<file path="src/rtl/debug_run_controller.sv">
// Run/halt/single-step control with PC breakpoint, auto-scanning register
// display and a saturating count of processor-enabled cycles.
module debug_run_controller #(
    parameter int DATA_W   = 32,
    parameter int NUM_REGS = 16,
    parameter int SEL_W    = 4,
    parameter int SCAN_DIV = 4,
    parameter int CNT_W    = 16
) (
    input  logic              clk,
    input  logic              reset,
    input  logic              run_req,
    input  logic              halt_req,
    input  logic              step_req,
    input  logic              bp_enable,
    input  logic [DATA_W-1:0] bp_addr,
    input  logic [DATA_W-1:0] fetch_pc,
    input  logic              scan_en,
    input  logic [SEL_W-1:0]  sel_in,
    input  logic [DATA_W-1:0] reg_data,
    output logic              cpu_en,
    output logic              halted,
    output logic              bp_hit,
    output logic [SEL_W-1:0]  reg_sel,
    output logic [DATA_W-1:0] debug_out,
    output logic [CNT_W-1:0]  en_count
);

    localparam logic [2:0] ST_RUN    = 3'd0;
    localparam logic [2:0] ST_HALT   = 3'd1;
    localparam logic [2:0] ST_STEP   = 3'd2;
    localparam logic [2:0] ST_RESUME = 3'd3;
    localparam logic [2:0] ST_BREAK  = 3'd4;

    localparam int               DIV_W    = (SCAN_DIV > 1) ? $clog2(SCAN_DIV) : 1;
    localparam logic [DIV_W-1:0] DIV_LAST = DIV_W'(SCAN_DIV - 1);
    localparam logic [SEL_W-1:0] SEL_LAST = SEL_W'(NUM_REGS - 1);
    localparam logic [SEL_W:0]   SEL_NUM  = (SEL_W + 1)'(NUM_REGS);

    logic [2:0]       state, state_nxt;
    logic             primed;
    logic             run_s1, run_s2, step_s1, step_s2;
    logic             run_rise, step_rise, match;
    logic [DIV_W-1:0] div;
    logic [SEL_W-1:0] sel_clamped;

    // On the first edge after reset both stages load the input, so a request
    // already held high at reset release does not register as a rise.
    always_ff @(posedge clk or posedge reset) begin
        if (reset) begin
            primed  <= 1'b0;
            run_s1  <= 1'b0;
            run_s2  <= 1'b0;
            step_s1 <= 1'b0;
            step_s2 <= 1'b0;
        end else begin
            primed  <= 1'b1;
            run_s1  <= run_req;
            step_s1 <= step_req;
            run_s2  <= primed ? run_s1 : run_req;
            step_s2 <= primed ? step_s1 : step_req;
        end
    end

    assign run_rise  = run_s1 & ~run_s2;
    assign step_rise = step_s1 & ~step_s2;
    assign match     = bp_enable && (fetch_pc == bp_addr);

    always_comb begin
        state_nxt = state;
        if (halt_req) begin
            state_nxt = ST_HALT;
        end else begin
            case (state)
                ST_RUN:             if (match) state_nxt = ST_BREAK;
                ST_HALT, ST_BREAK: begin
                    if (step_rise)     state_nxt = ST_STEP;
                    else if (run_rise) state_nxt = ST_RESUME;
                end
                ST_STEP:            state_nxt = ST_HALT;
                ST_RESUME:          state_nxt = ST_RUN;
                default:            state_nxt = ST_HALT;
            endcase
        end
    end

    // In RUN the enable drops as soon as the breakpoint PC is fetched, so the
    // breakpointed instruction never executes.
    always_comb begin
        cpu_en = 1'b0;
        case (state)
            ST_RUN:               cpu_en = !match;
            ST_STEP, ST_RESUME:   cpu_en = 1'b1;
            default:              cpu_en = 1'b0;
        endcase
    end

    assign halted = (state == ST_HALT) || (state == ST_BREAK);
    assign bp_hit = (state == ST_BREAK);

    always_ff @(posedge clk or posedge reset) begin
        if (reset) begin
            state    <= ST_HALT;
            en_count <= '0;
        end else begin
            state <= state_nxt;
            if (cpu_en && (en_count != {CNT_W{1'b1}}))
                en_count <= en_count + CNT_W'(1);
        end
    end

    assign sel_clamped = ({1'b0, sel_in} >= SEL_NUM) ? SEL_LAST : sel_in;

    always_ff @(posedge clk or posedge reset) begin
        if (reset) begin
            div       <= '0;
            reg_sel   <= '0;
            debug_out <= '0;
        end else begin
            debug_out <= reg_data;
            if (scan_en) begin
                if (div == DIV_LAST) begin
                    div     <= '0;
                    reg_sel <= (reg_sel == SEL_LAST) ? '0 : reg_sel + SEL_W'(1);
                end else begin
                    div <= div + DIV_W'(1);
                end
            end else begin
                div     <= '0;
                reg_sel <= sel_clamped;
            end
        end
    end

endmodule

</file>
<file path="config.mk">
export PLATFORM = sky130hd
export DESIGN_NAME = debug_run_controller
export DESIGN_NICKNAME = d
export VERILOG_FILES = /design/src/rtl/debug_run_controller.sv
export SDC_FILE = /design/constraint.sdc
export NUM_CORES = 1
export LEC_CHECK = 0
export ABC_AREA = 1
export CORE_MARGIN = 2
export CORE_UTILIZATION = 43
export CTS_BUF_LIST = sky130_fd_sc_hd__clkbuf_4
export DETAILED_ROUTE_END_ITERATION = 8
export GPL_ROUTABILITY_DRIVEN = 0
export PLACE_DENSITY = 0.95
export SKIP_CTS_REPAIR_TIMING = 1
export SLEW_MARGIN = 20
export SYNTH_ARGS = -nofsm -noshare
export SYNTH_HDL_FRONTEND = slang
export SYNTH_SLANG_ARGS = --single-unit
export TNS_END_PERCENT = 30
</file>
<file path="constraint.sdc">
create_clock -name clk -period 2.65 [get_ports clk]
set_input_delay 0.265 -clock clk [delete_from_list [all_inputs] [get_ports clk]]
set_output_delay 0.265 -clock clk [all_outputs]
set_load 0.005 [all_outputs]
</file>
==> results.md, run 1 <==
- Status: complete, no violations
- Routed vias/inst: ~4.8
- Clock Skew: 0.0161 ns
- Worst skew pair latency: 0.40 ns
- Design Power: 2.86 mW
- GRT Util Overall: between 20% and 30%
- Achievable Freq: 0.441 GHz
- Netlist cell types: 31
- Flops & latches, synth: 62
- Cells along the critical path: clkdlybuf4s50_1 > inv_1 > nand2_1 > o21ai_0 > nor2_1 > nand3_1 > nor2_1 > nand3_1 > nand2_1 > nand2_2 > clkdlybuf4s50_1
- Worst IR Drop VDD: 0.000711 V
- Arrival time of the worst setup path: around 2 ns
- Vias after detailed routing: 3039
- Avg WL per Cell: 14.0 um
- Die Wd: between 80 and 90 um
- PwrDens: ~580 nW/um^2
- Largest net degree at the start of global routing: 35
- Final non-filler cell area: between 4000 and 5000 sq um
- Hold Crit Class: input pin to async pin
- CP Class: input pin to output pin
- Place WS: 0.330 ns
- Post-synthesis instance total: roughly 360
- # IOs: about 160
- Final hold viol count: 0
- Critical Path Source Type: input pin
- Slew HR: 59.9%
- Input/output buffers: 161
- FF+latch area: 1550 sq um
- CP Data Required Time: 2.38 ns
- Max_cap viols: 0
- Part of the cycle the worst path needs: between 80 and 90%
- CTS H-Tree Depth: 3
- CP max stage delay: 0.45 ns
- Syn Area/Cell: roughly 8.3 sq um
- Die Span Y: 87.6 um
- P_leak: 2.33 nW
- Setup repair after global routing missed its margin: false
- Antenna cell count: 0
- Sequential-to-total area share from yosys stat: 51.7%
- Area of the multi-input gates: 1220 sq um
- Post-DP HPWL: 6.86 mm
- CTS sink count: 62
- Netlist area before placement: 3000 sq um
- Global-route wire length before repair: 14.0 mm
- Cts bufs inserted: 9
- Tightest Pin Transition: 0.601 ns
- Share of cells above drive strength 1: 5.38%
- CP max stage cell: clkdlybuf4s50_1
- Die Area: 7670 sq um
- Drt total wl: a little under 9 mm
- Vias in the first global route: 3067
- Leading area contributor after synthesis: dfrtp_1
- Std-Cell Rows: 30
- Setup ws final: ~0.38 ns
- Endpoint type of the worst setup path: output pin
- Starting Density: 44.2%
- Final Max Slew Viols: 0
- Setup TNS: 0 ns
- Synth Net Count: 473
- Synth top area share: 50.8%
- Yosys warnings: 0
- Minimum clock period: 2.27 ns
- Placed cell area: 4740 sq um
- Ranking of synthesized cells by area: dfrtp_1, nand2_1, inv_1
- CTS tree: done
- GR Overflow Total: 0
- CP Max Fanout: 2
- # DRC: 0
- Clk buf depth: 2
- Fin nets: 644
- Reg clk slew, reported paths: 0.12 ns
- Iter 0 DRT Violations: 172
- # setup viols final: 0
- Area Growth Syn to Fin: 63.3%
- Initial DRT Pass Iterations: 4
- Number of antenna-violating nets in the routed design: 0
- Initial antenna violation count: 0
- Placeable Area: 6790 sq um
- # fillers: just under 500
- Root buffer cell: clkbuf_4
[routing by layer]
metal  GRT usage [%]  vias to the layer above  share of wire (%)
met5               0                        -                  0
met4            5.59                        0                1.3
met3            12.0                       16                 13
met2            43.4                      177                 50
met1            24.4                     1382                 35
li1                -                     1464                  -
[layout by cell type (no fill, tap or decap), types with 3 or more instances in the layout]
cell / synthesis / final
clkdlybuf4s50_1: 0 / 161
nand2_1: 119 / 119
dfrtp_1: 61 / 61
inv_1: 53 / 52
nand3_1: 32 / 32
nor2_1: 30 / 30
xnor2_1: 16 / 16
o21ai_0: 10 / 10
xor2_1: 9 / 9
clkbuf_4: 0 / 9
o21ai_1: 3 / 3
nor3_1: 3 / 3
nor4_1: 3 / 3
ha_1: 3 / 3
[path summary, 6_finish.rpt]
kind	from	endpoint	slack, ns	cells past startpoint
worst max-delay path	bp_addr[3]	cpu_en	0.38	11
worst max register to register	en_count[0]$_DFFE_PP0P_	en_count[2]$_DFFE_PP0P_	0.70	7
worst min-delay path	reset	debug_out[12]$_DFF_PP0_	0.24	2
max in group asynchronous	reset	state[0]$_DFFE_PP1P_	1.74	3
min in group clk	reg_data[30]	debug_out[30]$_DFF_PP0_	0.29	1
worst min register to register	div[0]$_DFF_PP0_	div[0]$_DFF_PP0_	0.45	1
[state kept, by name, summed over array words and instances (netlist names)]
register	count
step_s2	1
state	3
div	2
primed	1
run_s2	1
step_s1	1
en_count	16
run_s1	1
reg_sel	4
debug_out	32
[area by class of cell]
type / count / area share (%)
clock buffer: 9 / 1.38
clock inverter: 7 / 1.99
inverter: 54 / 4.13
multi-input combinational: 244 / 25.0
sequential: 62 / 31.7
tap: 96 / 2.45
timing repair buffer: 163 / 33.4
[worst max-delay path: cells and delay by family]
family	cells	cell delay [ns]
buffers and inverters	3	0.94
and+or+nand+nor	7	0.66
AOI/OAI and AO/OA	1	0.13
[synth_stat cells (all sizes together)]
cell type  number
nand2         121
dfrtp          61
inv            54
nand3          33
nor2           30
xnor2          16
o21ai          13
xor2            9
nor4            4
buf             3
ha              3
nor3            3
a21oi           2
nand4           2
o211ai          2
a21boi          1
conb            1
dfstp           1
mux2            1
nand3b          1
o22ai           1
or2             1
[through the flow]
stage               std cells  hold WS (ns)  util, %
detailed placement        619         0.434     69.8
floorplan                 363         0.296        -
global placement          619         0.420     69.8
CTS                       635         0.239     72.2
finish                    635         0.239     72.2
global route              635         0.260     72.2
[logic make-up after synthesis]
| logic type | count (synthesis) | share of synthesized area [%] |
|---|---|---|
| compound gates | 19 | 3.66 |
| xor+xnor | 25 | 7.29 |
| fa+ha+maj | 3 | 1.25 |
| buf+inv | 57 | 7.54 |
| flops | 62 | 51.7 |
| mux | 1 | 0.375 |
| other cells | 1 | 0.125 |
| simple gates | 195 | 28.1 |
[report_power, final]
group	switching (mW)	total [mW]	leakage [nW]	internal (mW)
clock	0.370	0.756	0.0825	0.385
sequential	0.0948	1.14	0.760	1.05
combinational	0.477	0.966	1.49	0.488
Note: power is estimated with default switching activity, not from simulation.
==> run 2: changes to the inputs <==
Settings changed: CORE_UTILIZATION 43 to 34, PLACE_DENSITY 0.95 to 0.83.
==> run 2 against run 1 <==
Power fell by 1.5%. First-iteration DRC count fell by 21%. Combinational power fell by 2.6%. Fmax rose by 1.3%. Global-route usage fell by 6.2 points. Die area rose by 25%. Setup slack improved by 0.030 ns. Largest power group unchanged. Sequential cell count did not move.
==> results.md, run 2 (same netlist as run 1, synthesis figures left out) <==
- Status: complete, no violations
- # fillers: 712 (+47%)
- Die Span Y: 98 um (+12%)
- Input/output buffers: 161 (unchanged)
- Endpoint type of the worst setup path: output pin
- Antenna cell count: 0 (unchanged)
- Switching share of power: 31.8% (-1.2 points)
- Vias after detailed routing: 2929 (-3.6%)
- Part of the cycle the worst path needs: 84.5% (-1.1 points)
- R2R setup slack: 0.78 ns (+0.08 ns)
- CP max stage cell: clkdlybuf4s50_1
- Hold Crit Class: input pin to async pin
- Achievable Freq: 0.446 GHz (+1.3%)
- Commonest cells after routing, fill and taps aside: clkdlybuf4s50_1, nand2_1, dfrtp_1
- Place WS: 0.386 ns (+0.0560 ns)
- FF-to-FF Start: en_count[0]$_DFFE_PP0P_
- Die Wd: 98 um (+12%)
- Setup repair after global routing missed its margin: false
- # IOs: 162 (unchanged)
- Reg clk slew, reported paths: 0.10 ns (-0.02 ns)
- Logic pwr share: 33.4% (-0.3 points)
- CP Max Fanout: 2 (unchanged)
- Largest net degree at the start of global routing: 45 (+29%)
- Setup TNS: 0 ns (unchanged)
- Clk buf depth: 2 (unchanged)
- Share of cells above drive strength 1: 5.38% (unchanged)
- Cts bufs inserted: 9 (unchanged)
- Avg WL per Cell: 12.4 um (-12%)
- GRT Util Overall: 17.7% (-6.2 points)
- CTS tree: done
- Initial DRT Pass Iterations: 4 (unchanged)
- Std-Cell Rows: 34 (+13%)
- Worst IR Drop VDD: 0.000385 V (-46%)
- Worst skew pair latency: 0.40 ns (about the same)
- # setup viols final: 0 (unchanged)
- Fin util: 56.9% (-15 points)
- CP max stage delay: 0.46 ns (about the same)
- CTS sink count: 62 (unchanged)
- Non-Filler Instances: 647 (+1.9%)
- Placed Instances: 631 (+1.9%)
- Number of antenna-violating nets in the routed design: 0 (unchanged)
- GR Overflow Total: 0 (unchanged)
- Worst reg2reg path endpoint: en_count[1]$_DFFE_PP0P_
- Most common cell after layout, fill and taps aside: clkdlybuf4s50_1
- Net switching power: 0.895 mW (-5.0%)
- Drt total wl: 8.00 mm (-10%)
- Initial antenna violation count: 0 (unchanged)
- Minimum clock period: 2.24 ns (-0.0295 ns)
- Placed cell area: 4750 sq um (+0.32%)
- Placeable Area: 8640 sq um (+27%)
- Final Max Slew Viols: 0 (unchanged)
- Global-route wire length before repair: 13.6 mm (-2.7%)
- Vias in the first global route: 3060 (-0.23%)
- Starting Density: 34.8% (-9.4 points)
- Bufs and invs on worst path: 2 (-1)
- CP most frequent cell: nand2_1
- Area Growth Syn to Fin: 63.6%
- Top Family by Delay on Critical Path: buffers and inverters
- P_leak: 2.34 nW (+0.16%)
- Final non-filler cell area: 4920 sq um (+0.23%)
- Design Power: 2.82 mW (-1.5%)
- Worst R2R Path Depth: 7 (unchanged)
- CP Class: input pin to output pin
- Post-DP HPWL: 6.35 mm (-7.4%)
- Max_cap viols: 0 (unchanged)
- Setup ws final: 0.409 ns (+0.0295 ns)
- Hold Slack: 0.168 ns (-0.0717 ns)
- Arrival time of the worst setup path: 1.98 ns (-0.03 ns)
- Cells along the critical path: clkdlybuf4s50_1 > a21boi_1 > nand2_1 > nor2_1 > nand2_1 > nor2_1 > nand3_1 > nand2_1 > nand2_2 > clkdlybuf4s50_1
- CTS H-Tree Depth: 3 (unchanged)
- Fin nets: 644 (unchanged)
- Die Area: 9600 sq um (+25%)
- Clock power share: 26.2% (-0.2 points)
- Critical Path Source Type: input pin
- Root buffer cell: clkbuf_4
- Regs by FF count: debug_out (32), en_count (16), reg_sel (4)
- Sequential share of power: 40.5% (+0.6 points)
- Final hold viol count: 0 (unchanged)
- # DRC: 0 (unchanged)
- Routed vias/inst: 4.53 (-5.4%)
- Power Internal: 1.92 mW (+0.17%)
- PwrDens: 574 nW/um^2 (-1.8%)
- Max reg flops: 32 (unchanged)
- CP Data Required Time: 2.38 ns (about the same)
- Iter 0 DRT Violations: 136 (-21%)
- Top reg by flops: debug_out
- Clock Skew: 0.0123 ns (-0.00387 ns)
[run 2: worst max-delay path by stage]
stage,endpoint,depth (start not counted),slack [ns],startpoint
finish,cpu_en,10,0.41,bp_enable
global route,cpu_en,13,0.29,bp_addr[11]
CTS,cpu_en,13,0.38,bp_addr[9]
detailed placement,cpu_en,13,0.39,bp_addr[9]
global placement,cpu_en,13,0.40,fetch_pc[13]
floorplan,debug_out[0]$_DFF_PP0_,1,0.85,reset
[run 2: power groups by stage]
stage | Sequential, mW | Combinational, mW | Clock [mW]
3_3_place_gp | 1.15 | 0.921 | 0
3_5_place_dp | 1.16 | 0.945 | 0
5_1_grt | 1.16 | 1.05 | 0.813
6_report | 1.14 | 0.941 | 0.738
2_1_floorplan | 1.15 | 0.491 | 0
4_1_cts | 1.14 | 0.950 | 0.768
[run 2: cell type report]
class                   instances  area [sq um]  share of cell area (%)
clock inverters                 6          86.3                    1.76
flip-flops and latches         62          1550                    31.6
clock buffers                  10          75.1                    1.53
repair buffers                163          1640                    33.3
well taps                     108           135                    2.75
inverters                      54           203                    4.12
multi-input cells             244          1220                    24.9
[run 2: worst reg2reg max path, cell delays in order, from the launching register on]
cell,delay (ns)
dfrtp_1,0.45
ha_1,0.26
nand3_2,0.16
nor4_4,0.22
nand4_4,0.29
nand2_4,0.28
nand2_1,0.08
nand2_1,0.06
[run 2: per-layer routing]
metal	GRT usage (%)	share of wire [%]
met5	0	0
met4	5.24	1.4
met3	9.52	14
met2	29.3	46
met1	19.7	39
